$ cat src/rtl/uart_tx_core.sv
// UART transmit framer: start bit, LSB-first data, optional parity, one or two stop bits.
// Each frame bit is held for one tick period and the serial line is registered.
module uart_tx_core #(
    parameter int DATA_WIDTH = 8
) (
    input  logic                  clk,
    input  logic                  rst,
    input  logic                  tick,
    input  logic [DATA_WIDTH-1:0] in_data,
    input  logic                  in_valid,
    output logic                  in_ready,
    input  logic                  par_en,
    input  logic                  par_odd,
    input  logic                  stop2,
    output logic                  tx_out,
    output logic                  busy
);

    localparam int            IW       = $clog2(DATA_WIDTH);
    localparam logic [IW-1:0] LAST_IDX = IW'(DATA_WIDTH - 1);
    localparam logic [IW-1:0] STOP2ND  = IW'(1);

    typedef enum logic [2:0] {
        S_IDLE   = 3'd0,
        S_ARMED  = 3'd1,
        S_START  = 3'd2,
        S_DATA   = 3'd3,
        S_PARITY = 3'd4,
        S_STOP   = 3'd5
    } state_e;

    state_e                state_q, state_d;
    logic [DATA_WIDTH-1:0] shift_q, shift_d;
    logic [IW-1:0]         idx_q, idx_d;
    logic                  par_en_q, par_en_d;
    logic                  par_bit_q, par_bit_d;
    logic                  stop2_q, stop2_d;
    logic                  tx_q, tx_d;
    logic                  accept;
    logic                  last_stop;

    assign last_stop = !stop2_q || (idx_q == STOP2ND);
    assign in_ready  = (state_q == S_IDLE) || ((state_q == S_STOP) && tick && last_stop);
    assign accept    = in_valid && in_ready;
    assign busy      = (state_q != S_IDLE);
    assign tx_out    = tx_q;

    always_comb begin
        state_d   = state_q;
        shift_d   = shift_q;
        idx_d     = idx_q;
        par_en_d  = par_en_q;
        par_bit_d = par_bit_q;
        stop2_d   = stop2_q;
        tx_d      = tx_q;

        // Acceptance only happens in IDLE or on the final stop tick, so the
        // frame register can be loaded here independently of the state branch.
        if (accept) begin
            shift_d   = in_data;
            par_en_d  = par_en;
            par_bit_d = (^in_data) ^ par_odd;
            stop2_d   = stop2;
        end

        case (state_q)
            S_IDLE: begin
                tx_d = 1'b1;
                if (accept) begin
                    state_d = S_ARMED;
                end
            end
            S_ARMED: begin
                if (tick) begin
                    state_d = S_START;
                    tx_d    = 1'b0;
                end
            end
            S_START: begin
                if (tick) begin
                    state_d = S_DATA;
                    idx_d   = '0;
                    tx_d    = shift_q[0];
                end
            end
            S_DATA: begin
                if (tick) begin
                    if (idx_q == LAST_IDX) begin
                        idx_d = '0;
                        if (par_en_q) begin
                            state_d = S_PARITY;
                            tx_d    = par_bit_q;
                        end else begin
                            state_d = S_STOP;
                            tx_d    = 1'b1;
                        end
                    end else begin
                        idx_d   = idx_q + IW'(1);
                        shift_d = shift_q >> 1;
                        tx_d    = shift_q[1];
                    end
                end
            end
            S_PARITY: begin
                if (tick) begin
                    state_d = S_STOP;
                    idx_d   = '0;
                    tx_d    = 1'b1;
                end
            end
            S_STOP: begin
                if (tick) begin
                    if (last_stop) begin
                        idx_d = '0;
                        if (accept) begin
                            state_d = S_START;
                            tx_d    = 1'b0;
                        end else begin
                            state_d = S_IDLE;
                            tx_d    = 1'b1;
                        end
                    end else begin
                        idx_d = STOP2ND;
                    end
                end
            end
            default: begin
                state_d = S_IDLE;
                idx_d   = '0;
                tx_d    = 1'b1;
            end
        endcase
    end

    always_ff @(posedge clk or negedge rst) begin
        if (!rst) begin
            state_q   <= S_IDLE;
            shift_q   <= '0;
            idx_q     <= '0;
            par_en_q  <= 1'b0;
            par_bit_q <= 1'b0;
            stop2_q   <= 1'b0;
            tx_q      <= 1'b1;
        end else begin
            state_q   <= state_d;
            shift_q   <= shift_d;
            idx_q     <= idx_d;
            par_en_q  <= par_en_d;
            par_bit_q <= par_bit_d;
            stop2_q   <= stop2_d;
            tx_q      <= tx_d;
        end
    end

endmodule

$ cat config.mk
export PLATFORM = sky130hd
export DESIGN_NAME = uart_tx_core
export DESIGN_NICKNAME = d
export VERILOG_FILES = /design/src/rtl/uart_tx_core.sv
export SDC_FILE = /design/constraint.sdc
export NUM_CORES = 1
export LEC_CHECK = 0
export BUFFER_PORTS_ARGS = -buffer_cell sky130_fd_sc_hd__buf_2
export CAP_MARGIN = 20
export CORE_AREA = 2 2 82 52
export CTS_BUF_LIST = sky130_fd_sc_hd__clkbuf_4
export CTS_CLUSTER_DIAMETER = 100
export DETAILED_ROUTE_END_ITERATION = 8
export DIE_AREA = 0 0 84 54
export PLACE_DENSITY = 0.53
export SYNTH_ARGS = -nofsm -noshare
export SYNTH_HDL_FRONTEND = slang
export SYNTH_SLANG_ARGS = --single-unit
$ cat constraint.sdc
create_clock -name clk -period 1.8 [get_ports clk]
set_input_delay 0.18 -clock clk [delete_from_list [all_inputs] [get_ports clk]]
set_output_delay 0.18 -clock clk [all_outputs]
set_load 0.005 [all_outputs]
==> results of run 1 <==
## stage by stage
step | hold slack (ns) | instances
floorplan | -0.116 | 114
global placement | 0.139 | 180
detailed placement | 0.140 | 180
global route | 0.0837 | 187
CTS | 0.0844 | 187
finish | 0.0900 | 187
## logic make-up (layout without fill, tap and decap cells)
| group | count (synthesis) | count (layout) | share of synthesized area |
|---|---|---|---|
| xor+xnor | 8 | 8 | 0.0637 |
| fa+ha+maj | 3 | 3 | 0.0341 |
| buf+inv | 13 | 36 | 0.0728 |
| simple gates | 29 | 29 | 0.131 |
| flops | 18 | 18 | 0.411 |
| compound gates | 31 | 31 | 0.175 |
| mux | 12 | 12 | 0.113 |
## registers in the layout, indices dropped and copies added (netlist names)
register   count
idx_q          3
par_bit_q      1
shift_q        8
stop2_q        1
tx_out         1
state_q        3
par_en_q       1
## layout make-up
| cell class | instances | area, sq um |
|---|---|---|
| Tap cell | 50 | 62.6 |
| Clock inverter | 1 | 3.75 |
| Timing Repair Buffer | 24 | 153 |
| Multi-Input combinational cell | 83 | 597 |
| Clock buffer | 3 | 22.5 |
| Fill cell | 412 | 2580 |
| Inverter | 8 | 30.0 |
| Sequential cell | 18 | 452 |
## routing by layer
layer | up-vias | wire (microns)
met5 | - | 0
met4 | 0 | 12
met2 | 26 | 930
met1 | 407 | 1230
met3 | 2 | 141
li1 | 446 | -
## cells in the final DEF, fill, tap and decap left out, drive strengths merged, types with 2 or more instances in the layout
cell type / n
dfrtp: 17
nor3: 2
a211oi: 2
nand3: 2
mux2: 3
o21ai: 9
a31oi: 2
nor2: 11
ha: 3
buf: 23
inv: 8
o32ai: 3
nand2: 7
clkbuf: 3
mux2i: 9
a21oi: 11
nand2b: 2
xnor2: 7
## where the power goes
part / internal (uW) / switching [uW] / total, uW
registers: 584 / 144 / 729
clock network: 80.8 / 131 / 212
logic: 419 / 427 / 845
## final timing paths
kind	from	slack [ns]	end	depth (start not counted)
setup / recovery	idx_q[0]	0.11	tx_out	8
hold / removal	par_en	0.09	par_en_q	2
setup reg to reg	idx_q[0]	0.11	tx_out	8
hold reg to reg	par_bit_q	0.51	par_bit_q	2
max in group asynchronous	rst	1.13	tx_out	2
min in group asynchronous	rst	0.35	state_q[0]	2
## timing repair
item / CTS / global route
pin swaps: 0 / 2
gates resized for setup: 0 / 8
buffers inserted: 2 / 0
endpoints found under the hold margin: 17 / 0
endpoints found under the setup margin: 1 / 11
hold buffers: 1 / 0
## critical path, delay by kind of cell, from the launching register on
family | cells | cell delay [ns]
multiplexers | 1 | 0.13
AND/OR/NAND/NOR | 1 | 0.10
flip-flops | 1 | 0.42
AO/OA/AOI/OAI | 3 | 0.46
buffers and inverters | 1 | 0.15
adder cells (fa/ha/maj) | 2 | 0.39
==> impl_metrics.csv, run 1 <==
group,metric,value,unit
status,outcome,"complete, no violations",
global_routing,use_met2,0.165,
die,coreArea,3900,sq um
global_routing,antenna_found_initial,0,
synthesis,seq_area_frac_synth,0.411,
clocking,cts-buffers-inserted,3,
clocking,cts-root-buf,"clkbuf_4",
route,num_vias,881,
route,ant_nets,0,
worst_setup_path,max_stage_delay,0.42,ns
worst_setup_path,endpoint_kind,"register",
global_routing,grt-busiest-layer,"met2",
clocking,htreeDepth,1,
timing,finalSetupViolCount,0,
die,rows,18,
global_routing,grt_max_degree,19,
clocking,cts_num_sinks,18,
synthesis,ys_ff_latch,18,
synthesis,synth_top_area_frac,0.387,
die,die_h,54,microns
synthesis,postSynthAreaPerCell,9.65,sq um
global_routing,track_usage,0.114,
synthesis,yosysMostFrequentCell,"dfrtp_1",
placed_design,place.gp.congestion,0.920,
timing,finalMaxSlewViolations,0,
clocking,cts_buffer_depth,2,
finish,antenna_cells,0,
worst_setup_path,critPathKind,"reg -> reg",
worst_setup_path,critPathLaunchType,"register",
global_routing,grt_pass1_wl,4.03,mm
synthesis,yosys_warnings,0,
worst_setup_path,slowest_stage,"dfrtp_1",
synthesis,netlist_area,1100,sq um
finish,fin_util,0.339,
timing,setup-tns-final,0,ns
placed_design,hpwl,1.74,mm
min_path,min_path_type,"in -> reg",
route,wl_per_cell,12.4,microns
worst_setup_path,crit_arrival,1.94,ns
worst_setup_path,path_cells,"ha_1, ha_2, buf_4, nand3b_1, o21ai_0, a31oi_1, a21boi_2, mux2_1",
synthesis,yosysTopAreaCell,"dfrtp_1",
timing,max_slew_margin,0.706,
timing,tightest_slew,0.437,ns
route,dr.pass1.iters,4,
synthesis,yosys-top-cells-area,"dfrtp_1 (39%), mux2i_1 (8.2%), xnor2_1 (5.6%), a21oi_1 (5.0%), nor2_1 (3.8%)",
clocking,path_clk_slew,0.11,ns
placed_design,io_buffers,17,
timing,skew,0.0130,ns
power,total_power,1790,uW
timing,setup_ws,0.111,ns
global_routing,grt_pass1_vias,839,
route,vias_per_cell,4.71,
timing,period_share,0.938,
synthesis,synthCells,114,
finish,design_area,1320,sq um
clocking,clock_latency,0.30,ns
synthesis,synth_cell_types,37,
worst_setup_path,required,2.06,ns
die,ioPinCount,18,
power,peakVddDrop,0.468,mV
die,initial_utilization,0.282,
timing,max_freq,0.592,GHz
placed_design,dp_slack,0.0365,ns
power,powerDensity,1350,nW/um^2
die,die-area,4540,sq um
synthesis,synthFlopType,"dfrtp_1",
global_routing,globalRoute.totalOverflow,0,
clocking,cts_tree,"done",
route,drc,0,
synthesis,syn-num-nets,132,
synthesis,async_flop_share,1.00,
synthesis,synth_edf_count,0,
timing,fin_crit,1.69,ns
power,p_leak,0.000614,uW
global_routing,grt_util_met3,0.0414,
die,fp.dieW,84,microns
finish,fin_nets,156,
route,totalWireLength,2.32,mm
job,maxCapViolations,0,
worst_setup_path,cp_max_fo,5,
timing,final-hold-violation-count,0,
finish,area_growth,20.0,%
route,drtIter0Drc,41,
synthesis,synth_common_cells,"dfrtp_1 (17), a21oi_1 (11), nor2_1 (11), mux2i_1 (9)",
finish,drive_above_1_share,0.314,
placed_design,dpl-instance-area,1240,sq um
global_routing,grt_util_met1,0.156,
No activity file was read; power rests on OpenSTA's default activity.
==> run 2, diff against run 1 <==
ABC_AREA = 1   (was not set)
CORE_AREA = 2 2 86 55   (was 2 2 82 52)
DIE_AREA = 0 0 88 57   (was 0 0 84 54)
PLACE_DENSITY = 0.52   (was 0.53)
==> run 2 against run 1 <==
Net effect: total power increased by 7.7%; critical path depth decreased by 2; clock power increased by 7%; utilization decreased by 1.3 points; setup slack improved by 0.077 ns; synthesized cell count increased by 61%; combinational power increased by 12%; sequential power increased by 3.0%; flip-flop and latch count unchanged; worst hold slack got worse by 0.013 ns; via count increased by 22%; largest power group unchanged.
==> impl_metrics.csv, run 2 <==
group,metric,value,unit
clocking,htreeDepth,1,
timing,whs,0.0774,ns
die,die-area,5020,sq um
global_routing,grt_pass1_vias,993,
synthesis,yosysMostFrequentCell,"nand2_1",
clocking,cts_num_sinks,18,
synthesis,ys_ff_latch,18,
route,wl_per_cell,9.95,microns
placed_design,dpl-instance-area,1360,sq um
synthesis,synth_cell_types,21,
placed_design,hpwl,2.07,mm
timing,setup_ws,0.188,ns
placed_design,place.gp.congestion,0.810,
die,rows,19,
route,drc,0,
clocking,clock_latency,0.29,ns
timing,finalSetupViolCount,0,
worst_setup_path,critPathLaunchType,"register",
placed_design,dp_slack,0.207,ns
route,num_vias,1074,
route,ant_nets,0,
route,drtIter0Drc,46,
clocking,cts_tree,"done",
synthesis,netlist_area,1220,sq um
worst_setup_path,cp_max_fo,10,
timing,max_freq,0.620,GHz
timing,rsz0062_at_grt,"no",
finish,design_area,1400,sq um
finish,largest_reg_flops,8,
synthesis,yosysTopAreaCell,"dfrtp_1",
finish,drive_above_1_share,0.172,
synthesis,yosys_warnings,0,
timing,max_slew_margin,0.705,
die,initial_utilization,0.283,
min_path,whs_path_depth,3,
synthesis,yosys-top-cells-area,"dfrtp_1 (35%), nand2_1 (20%), inv_1 (9.2%), nand3_1 (9.0%), nor2_1 (3.7%)",
global_routing,grt_util_met1,0.194,
finish,layout_commonest_cell,"nand2_1",
global_routing,grt-busiest-layer,"met1",
timing,skew,0.00427,ns
finish,multi_input_area,614,sq um
status,outcome,"complete, no violations",
timing,setup-tns-final,0,ns
die,fp.dieW,88,microns
finish,mostFrequentLayoutCells,"nand2_1 (65), inv_1 (30), nand3_1 (22)",
route,vias_per_cell,4.04,
synthesis,synthFlopType,"dfrtp_1",
synthesis,synth_top_area_frac,0.349,
clocking,postCtsSetupBuffers,0,
worst_setup_path,endpoint_kind,"primary output",
worst_setup_path,critPathKind,"reg -> out",
clocking,path_clk_slew,0.10,ns
die,coreArea,4300,sq um
clocking,cts-resized-gates,0,
timing,finalMaxSlewViolations,0,
synthesis,syn-num-nets,201,
global_routing,grt_util_met3,0.0391,
route,dr.pass1.iters,4,
finish,largest_registers,"shift_q x8, idx_q x3, state_q x3",
finish,area_growth,15.1,%
min_path,min_path_type,"in -> reg",
timing,period_share,0.895,
synthesis,synth_edf_count,0,
synthesis,async_flop_share,1.00,
clocking,cts-root-buf,"clkbuf_4",
synthesis,seq_area_frac_synth,0.371,
timing,fin_crit,1.61,ns
synthesis,synth_common_cells,"nand2_1 (65), inv_1 (30), nand3_1 (22), dfrtp_1 (17), nor2_1 (12)",
power,p_leak,0.000790,uW
synthesis,postSynthAreaPerCell,6.65,sq um
finish,largest_register,"shift_q",
clocking,cts-buffers-inserted,3,
clocking,cts_buffer_depth,2,
timing,tightest_slew,0.443,ns
finish,fill_cells,462,
worst_setup_path,required,1.62,ns
die,die_h,57,microns
power,peakVddDrop,0.564,mV
global_routing,grt_max_degree,19,
route,totalWireLength,2.65,mm
job,maxCapViolations,0,
synthesis,synthCells,183,
placed_design,io_buffers,17,
global_routing,antenna_found_initial,0,
global_routing,grt_pass1_wl,4.66,mm
finish,regArea,452,sq um
power,powerDensity,1370,nW/um^2
global_routing,globalRoute.totalOverflow,0,
die,ioPinCount,18,
finish,fin_nets,222,
global_routing,track_usage,0.120,
finish,antenna_cells,0,
timing,final-hold-violation-count,0,
global_routing,use_met2,0.159,
worst_setup_path,r2r_cells,8,
worst_setup_path,crit_arrival,1.43,ns
## run 2: cell count changes after synthesis, moves of 5 or more
cell and delta:
nand2_1 +60, inv_1 +25, nand3_1 +20, mux2i_1 -9, xnor2_1 -6, a21oi_1 -5
## run 2: cell type report
type	count	area share
multi-input combinational	129	0.438
sequential	18	0.322
inverter	33	0.0884
timing repair buffer	19	0.0732
tap	63	0.0563
clock buffer	4	0.0214
## run 2: power breakdown
part | switching (uW) | internal, uW
combinational | 597 | 349
clock | 126 | 101
sequential | 148 | 603
## run 2: worst max-delay path, stage by stage, from the launching register on
cell and delay, ns:
dfrtp_1 0.43, ha_1 0.21, nand2_1 0.07, nand2_1 0.08
nand3_2 0.10, nand2_4 0.10, buf_2 0.15
## run 2: metrics by stage
step	total power, uW	utilization	cells
2_1_floorplan	1480	-	183
3_3_place_gp	1720	0.316	261
3_5_place_dp	1700	0.316	261
4_1_cts	1940	0.326	266
5_1_grt	2150	0.326	266
6_report	1920	0.326	266
## run 2: what timing repair did
action	CTS	global route
setup endpoints to repair	0	0
hold endpoints to repair	17	0
hold buffers	1	0
## run 2: logic make-up after synthesis
logic type,after synthesis,share of synthesized area
DFF,18,0.371
and+or+nand+nor,109,0.399
buffers and inverters,36,0.124
adders and majority gates,3,0.0308
xor gates and xnor gates,1,0.00720
AOI/OAI and AO/OA,16,0.0678
## run 2: worst paths after layout
check	start	end	slack, ns
worst min register to register	shift_q[6]	shift_q[5]	0.48
worst min-delay path	par_en	par_en_q	0.08
worst max register to register	idx_q[0]	shift_q[7]	0.19
min in group asynchronous	rst	idx_q[1]	0.33
worst max-delay path	idx_q[0]	in_ready	0.19
max in group asynchronous	rst	tx_out	1.14
## run 2: layer usage
layer | wire length [microns] | up-vias
met5 | 0 | -
met4 | 0 | 0
met3 | 108 | 0
met2 | 947 | 14
met1 | 1590 | 459
li1 | - | 601
